$ cat src/rtl/fetch_unit_pkg.sv
// Shared types for the instruction-fetch front end: FSM states, buffer entry layout
// and the default buffer depth.
package fetch_unit_pkg;

   localparam int FETCH_BUF_DEPTH = 2;

   typedef enum logic {
      S_REQ  = 1'b0,
      S_WAIT = 1'b1
   } fetch_state_t;

   typedef struct packed {
      logic [31:0] pc;
      logic [31:0] instr;
   } fetch_entry_t;

   function automatic logic [31:0] word_align(input logic [31:0] addr);
      return {addr[31:2], 2'b00};
   endfunction

endpackage

$ cat src/rtl/fetch_buffer.sv
// Small FIFO of fetched {pc, instr} entries between instruction memory and the decoder.
// Flush empties it in one cycle; a push into a full buffer only lands if the head pops.
module fetch_buffer
   import fetch_unit_pkg::*;
#(
   parameter  int DEPTH = FETCH_BUF_DEPTH,
   localparam int CW    = $clog2(DEPTH) + 1
) (
   input  logic          clk,
   input  logic          rst,
   input  logic          flush,
   input  logic          push,
   input  fetch_entry_t  push_data,
   input  logic          pop,
   output fetch_entry_t  head,
   output logic [CW-1:0] count,
   output logic          empty
);

   localparam int AW = $clog2(DEPTH);

   fetch_entry_t  mem [DEPTH];
   logic [AW-1:0] wr_ptr;
   logic [AW-1:0] rd_ptr;
   logic          full;
   logic          do_push;
   logic          do_pop;

   assign full    = (count == CW'(DEPTH));
   assign empty   = (count == '0);
   assign do_pop  = pop && !empty;
   assign do_push = push && (!full || do_pop);
   assign head    = mem[rd_ptr];

   always_ff @(posedge clk) begin
      if (rst || flush) begin
         wr_ptr <= '0;
         rd_ptr <= '0;
         count  <= '0;
      end else begin
         if (do_push) wr_ptr <= wr_ptr + AW'(1);
         if (do_pop)  rd_ptr <= rd_ptr + AW'(1);
         count <= count + CW'(do_push) - CW'(do_pop);
      end
   end

   always_ff @(posedge clk) begin
      if (do_push && !rst && !flush) mem[wr_ptr] <= push_data;
   end

endmodule

$ cat src/rtl/fetch_unit.sv
// Instruction-fetch front end: owns the PC, issues one word request at a time to
// instruction memory and queues the returned words for the decoder.
//
//   state  | meaning
//   S_REQ  | request pc when the buffer has room (counting a same-cycle pop)
//   S_WAIT | one request outstanding; its word is pushed unless killed
module fetch_unit
   import fetch_unit_pkg::*;
#(
   parameter logic [31:0] RESET_PC  = 32'h0000_0000,
   parameter int          BUF_DEPTH = FETCH_BUF_DEPTH
) (
   input  logic        clk,
   input  logic        rst,
   output logic        imem_req_o,
   output logic [31:0] imem_addr_o,
   input  logic        imem_gnt_i,
   input  logic        imem_rvalid_i,
   input  logic [31:0] imem_rdata_i,
   input  logic        redirect_i,
   input  logic [31:0] redirect_pc_i,
   output logic        if_valid_o,
   output logic [31:0] if_instr_o,
   output logic [31:0] if_pc_o,
   input  logic        if_ready_i,
   output logic        misaligned_o
);

   localparam int CW = $clog2(BUF_DEPTH) + 1;

   fetch_state_t  state;
   logic [31:0]   pc;
   logic [31:0]   req_pc;
   logic [31:0]   target;
   logic          kill;
   logic          pop;
   logic          push;
   logic          granted;
   logic          buf_empty;
   logic [CW-1:0] buf_count;
   logic [CW-1:0] credit_count;
   fetch_entry_t  head;

   assign target       = word_align(redirect_pc_i);
   assign pop          = if_valid_o && if_ready_i;
   assign credit_count = pop ? buf_count - CW'(1) : buf_count;
   assign imem_req_o   = !rst && (state == S_REQ) && (credit_count < CW'(BUF_DEPTH));
   assign imem_addr_o  = pc;
   assign granted      = imem_req_o && imem_gnt_i;
   assign push         = (state == S_WAIT) && imem_rvalid_i && !kill && !redirect_i;

   assign if_valid_o   = !buf_empty;
   assign if_instr_o   = buf_empty ? '0 : head.instr;
   assign if_pc_o      = buf_empty ? '0 : head.pc;

   fetch_buffer #(.DEPTH(BUF_DEPTH)) u_buf (
      .clk       (clk),
      .rst       (rst),
      .flush     (redirect_i),
      .push      (push),
      .push_data ('{pc: req_pc, instr: imem_rdata_i}),
      .pop       (pop),
      .head      (head),
      .count     (buf_count),
      .empty     (buf_empty)
   );

   always_ff @(posedge clk) begin
      if (rst) begin
         state        <= S_REQ;
         pc           <= RESET_PC;
         req_pc       <= RESET_PC;
         kill         <= 1'b0;
         misaligned_o <= 1'b0;
      end else begin
         misaligned_o <= redirect_i && (redirect_pc_i[1:0] != 2'b00);
         case (state)
            S_REQ: begin
               if (redirect_i) begin
                  pc <= target;
                  // the granted request still returns a word; it must be thrown away
                  if (granted) begin
                     kill  <= 1'b1;
                     state <= S_WAIT;
                  end
               end else if (granted) begin
                  req_pc <= pc;
                  pc     <= pc + 32'd4;
                  state  <= S_WAIT;
               end
            end
            S_WAIT: begin
               if (imem_rvalid_i) begin
                  state <= S_REQ;
                  kill  <= 1'b0;
                  if (redirect_i) pc <= target;
               end else if (redirect_i) begin
                  kill <= 1'b1;
                  pc   <= target;
               end
            end
         endcase
      end
   end

   // A response with nothing outstanding is a memory-side protocol error; the FSM ignores it.
   a_rvalid_outstanding: assert property (@(posedge clk) disable iff (rst)
      imem_rvalid_i |-> (state == S_WAIT));

endmodule

$ cat config.mk
export PLATFORM = sky130hd
export DESIGN_NAME = fetch_unit
export DESIGN_NICKNAME = d
export VERILOG_FILES = /design/src/rtl/fetch_unit_pkg.sv /design/src/rtl/fetch_buffer.sv /design/src/rtl/fetch_unit.sv
export SDC_FILE = /design/constraint.sdc
export NUM_CORES = 1
export LEC_CHECK = 0
export ABC_CLOCK_PERIOD_IN_PS = 13140
export BUFFER_PORTS_ARGS = -buffer_cell sky130_fd_sc_hd__buf_2
export CAP_MARGIN = 20
export CELL_PAD_IN_SITES_DETAIL_PLACEMENT = 1
export CELL_PAD_IN_SITES_GLOBAL_PLACEMENT = 2
export CORE_MARGIN = 2
export CORE_UTILIZATION = 38
export CTS_BUF_LIST = sky130_fd_sc_hd__clkbuf_16
export CTS_CLUSTER_DIAMETER = 50
export DETAILED_ROUTE_END_ITERATION = 12
export PLACE_DENSITY_LB_ADDON = 0.1
export SYNTH_ARGS = -nofsm -noshare
export SYNTH_HDL_FRONTEND = slang
export SYNTH_SLANG_ARGS = --single-unit
$ cat constraint.sdc
create_clock -name clk -period 13.14 [get_ports clk]
set_input_delay 1.314 -clock clk [delete_from_list [all_inputs] [get_ports clk]]
set_output_delay 1.314 -clock clk [all_outputs]
set_load 0.05 [all_outputs]
==> run_results.csv <==
group,metric,value,unit
power,p_per_area,130,nW/um2
timing,fin_crit,3.84,ns
synth,ys_types,62,
clock_tree,cts_setup_buffers,0,
timing,clock.fmax,0.260,GHz
worst_setup_path,cp.depth,5,
timing,final_hold_viol_count,0,
routing,vias_per_cell,5.23,
timing,rsz0062_at_grt,"no",
synth,synth_top_area_share,45.7,%
synth,syn_area_per_cell,11.4,um2
floorplanning,ios,169,
synth,ys_seq_area_share,62.4,%
placed_design,place.gp.congestion,0.756,
cells_and_area,synthToLayoutAreaGrowth,19.9,%
worst_setup_path,critical_path.cell_chain,"buf_2, buf_4, nor2_2, o211a_1, buf_2",
status,outcome,"finished, final reports clean",
hold_path,hp-class,"register to register",
cells_and_area,final_common_cell,"buf_2",
power,leakage,3.60,nW
clock_tree,cts_sinks,192,
clock_tree,root_buffer,"clkbuf_16",
clock_tree,cts_hold_repair.buffers,0,
synth,synth_warnings,0,
routing,drtIter0Drc,216,
timing,slew_viol_final,0,
grt,grt_start_max_net_pins,73,
hold_path,min_to,"u_buf.mem[0][53]$_DFFE_PP_",
worst_setup_path,path_buf_inv,3,
synth,syn_inst,714,
routing,drc,0,
grt,overflow,0,
grt,antenna_found_initial,0,
synth,yosys_most_used_dff,"edfxtp_1",
floorplanning,initial_core_util,38.8,%
worst_setup_path,arrival,2.53,ns
clock_tree,clock_path_buffers,2,
timing,timing.final.crit_share,29.2,%
worst_setup_path,critPathKind,"primary input to output pin",
placed_design,portBuffers,164,
clock_tree,cts_tree,"built",
timing,worst_slew_pin_slew,0.912,ns
worst_setup_path,cp_slowest_cell,"buf_4",
timing,slew_headroom,39.2,%
grt,grt_pass1_wl,33600,um
worst_setup_path,crit_fanout,72,
cells_and_area,final_cell_mix,"buf_2, edfxtp_1, nand2_1",
synth,synth.area.top_cells,"edfxtp_1, dfxtp_1, mux2i_1, nand2_1, nor2_1",
cells_and_area,fill_cells,2318,
timing,fin_skew,0.0136,ns
cells_and_area,fin_nets,934,
worst_setup_path,reg2reg_slack,10.10,ns
worst_setup_path,reg2reg_depth,7,
worst_setup_path,start_kind,"primary input",
clock_tree,clock_latency,0.43,ns
worst_setup_path,reg2reg_from,"u_buf.count[1]$_SDFF_PP0_",
routing,wl_per_cell,18.6,um
routing,wl,21400,um
synth,synth-seq-cells,192,
synth,synth_top_area_cell,"edfxtp_1",
worst_setup_path,required,11.83,ns
synth,synth_edf_count,124,
hold_path,min_from,"req_pc[21]$_SDFFE_PP0P_",
hold_path,whs_path_depth,0,
cells_and_area,drive_above_1_share,26.1,%
clock_tree,cts.htree.levels,4,
worst_setup_path,slowest_delay,0.60,ns
synth,synthArstFlopShare,0,%
floorplanning,num_rows,53,
routing,vias,5996,
power,power,1.27,mW
placed_design,dp_hpwl,14000,um
timing,holdWs,0.455,ns
routing,dr.pass1.iters,4,
worst_setup_path,timing.rr.end,"u_buf.mem[1][40]$_DFFE_PP_",
synth,syn-cell-area,8150,um2
floorplanning,core,21000,um2
run,max_cap_viol_count,0,
timing,setup_viol,0,
floorplanning,die-area,22600,um2
grt,grt_pass1_vias,6170,
cells_and_area,n_antenna_cell,0,
routing,ant_nets,0,
worst_setup_path,crit_top_cell,"buf_2",
worst_setup_path,worstSetupEndpointType,"output pin",
grt,grt_use_total,19.3,%
power,ir_drop,0.0830,mV
clock_tree,numCtsBuffers,17,
clock_tree,cts_resized,0,
floorplanning,die_w,150,um
clock_tree,clk_pin_slew,0.07,ns
floorplanning,die_y,150,um
worst_setup_path,cpLargestDelayFamily,"buffers and inverters",
timing,finalSetupTns,0,ns
## worst max path at each step
stage | start | to
floorplan | if_ready_i | u_buf.mem[0][0]$_DFFE_PP_
global placement | rst | imem_req_o
detailed placement | rst | imem_req_o
CTS | rst | imem_req_o
global route | rst | imem_req_o
finish | rst | imem_req_o
## routing by layer
metal  part of all wire, %  global-route usage, %
met1                    43                   23.8
met2                    52                   34.9
met3                   4.1                   3.15
met4                  0.94                   5.57
met5                     0                      0
## worst register-to-register path: cells and delay by family, from the launching register on
kind	cells	cell delay (ns)
DFF	1	0.34
adders and majority gates	1	0.22
and+or+nand+nor	4	1.21
buffers and inverters	2	0.80
## cell usage after synthesis (3+ instances only)
cell type / number
a211oi_1: 4
a21oi_1: 57
a22o_1: 3
a31oi_1: 6
and2_1: 3
and3_1: 13
and4_1: 4
buf_1: 7
buf_2: 13
buf_4: 4
clkbuf_1: 24
dfxtp_1: 68
edfxtp_1: 124
ha_1: 5
inv_1: 8
mux2i_1: 63
nand2_1: 93
nand2_2: 3
nand2b_1: 3
nand3_1: 21
nand4_1: 8
nor2_1: 86
nor3_1: 10
nor4_1: 3
o211ai_1: 4
o21ai_0: 7
o21ai_1: 11
o31ai_1: 6
or3_1: 9
xnor2_1: 4
## state kept, by name, summed over array words and instances, names as in the netlist, named ones only
register and cells:
u_buf.wr_ptr 1, kill 1, u_buf.mem 124, req_pc 30
misaligned_o 1, u_buf.count 2, state 1, imem_addr_o 30
u_buf.rd_ptr 1
## metrics by stage
| step | setup slack [ns] | utilization (%) | std cells | cell area [um2] |
|---|---|---|---|---|
| after floorplan | 8.04 | - | 717 | 8170 |
| after global placement | 9.27 | 43.7 | 1114 | 9180 |
| after detailed placement | 9.27 | 43.7 | 1114 | 9180 |
| after CTS | 9.26 | 46.4 | 1146 | 9750 |
| after global routing | 9.21 | 46.5 | 1147 | 9780 |
| final | 9.30 | 46.5 | 1147 | 9780 |
## layout make-up
cell class	count	area (um2)	area share (%)
clock buffer	17	425	4.35
clock inverter	15	145	1.48
inverter	8	30.0	0.307
multi-input combinational	468	2840	29.1
sequential	192	5090	52.1
tap	275	344	3.52
timing repair buffer	172	901	9.22
## where the power goes
part	internal, mW	total (mW)	switching (mW)
clock network	0.253	0.500	0.247
registers	0.648	0.667	0.0190
logic	0.0296	0.106	0.0763
## kinds of logic after synthesis
logic type               synth area share (%)
other                                  0.0460
adder cells (fa/ha/maj)                 0.767
flip-flops                               62.4
buffers and inverters                    3.10
AO/OA/AOI/OAI                            9.30
XOR/XNOR                                0.430
AND/OR/NAND/NOR                          16.3
multiplexers                             7.73
Power figures use the tool's default switching activity.
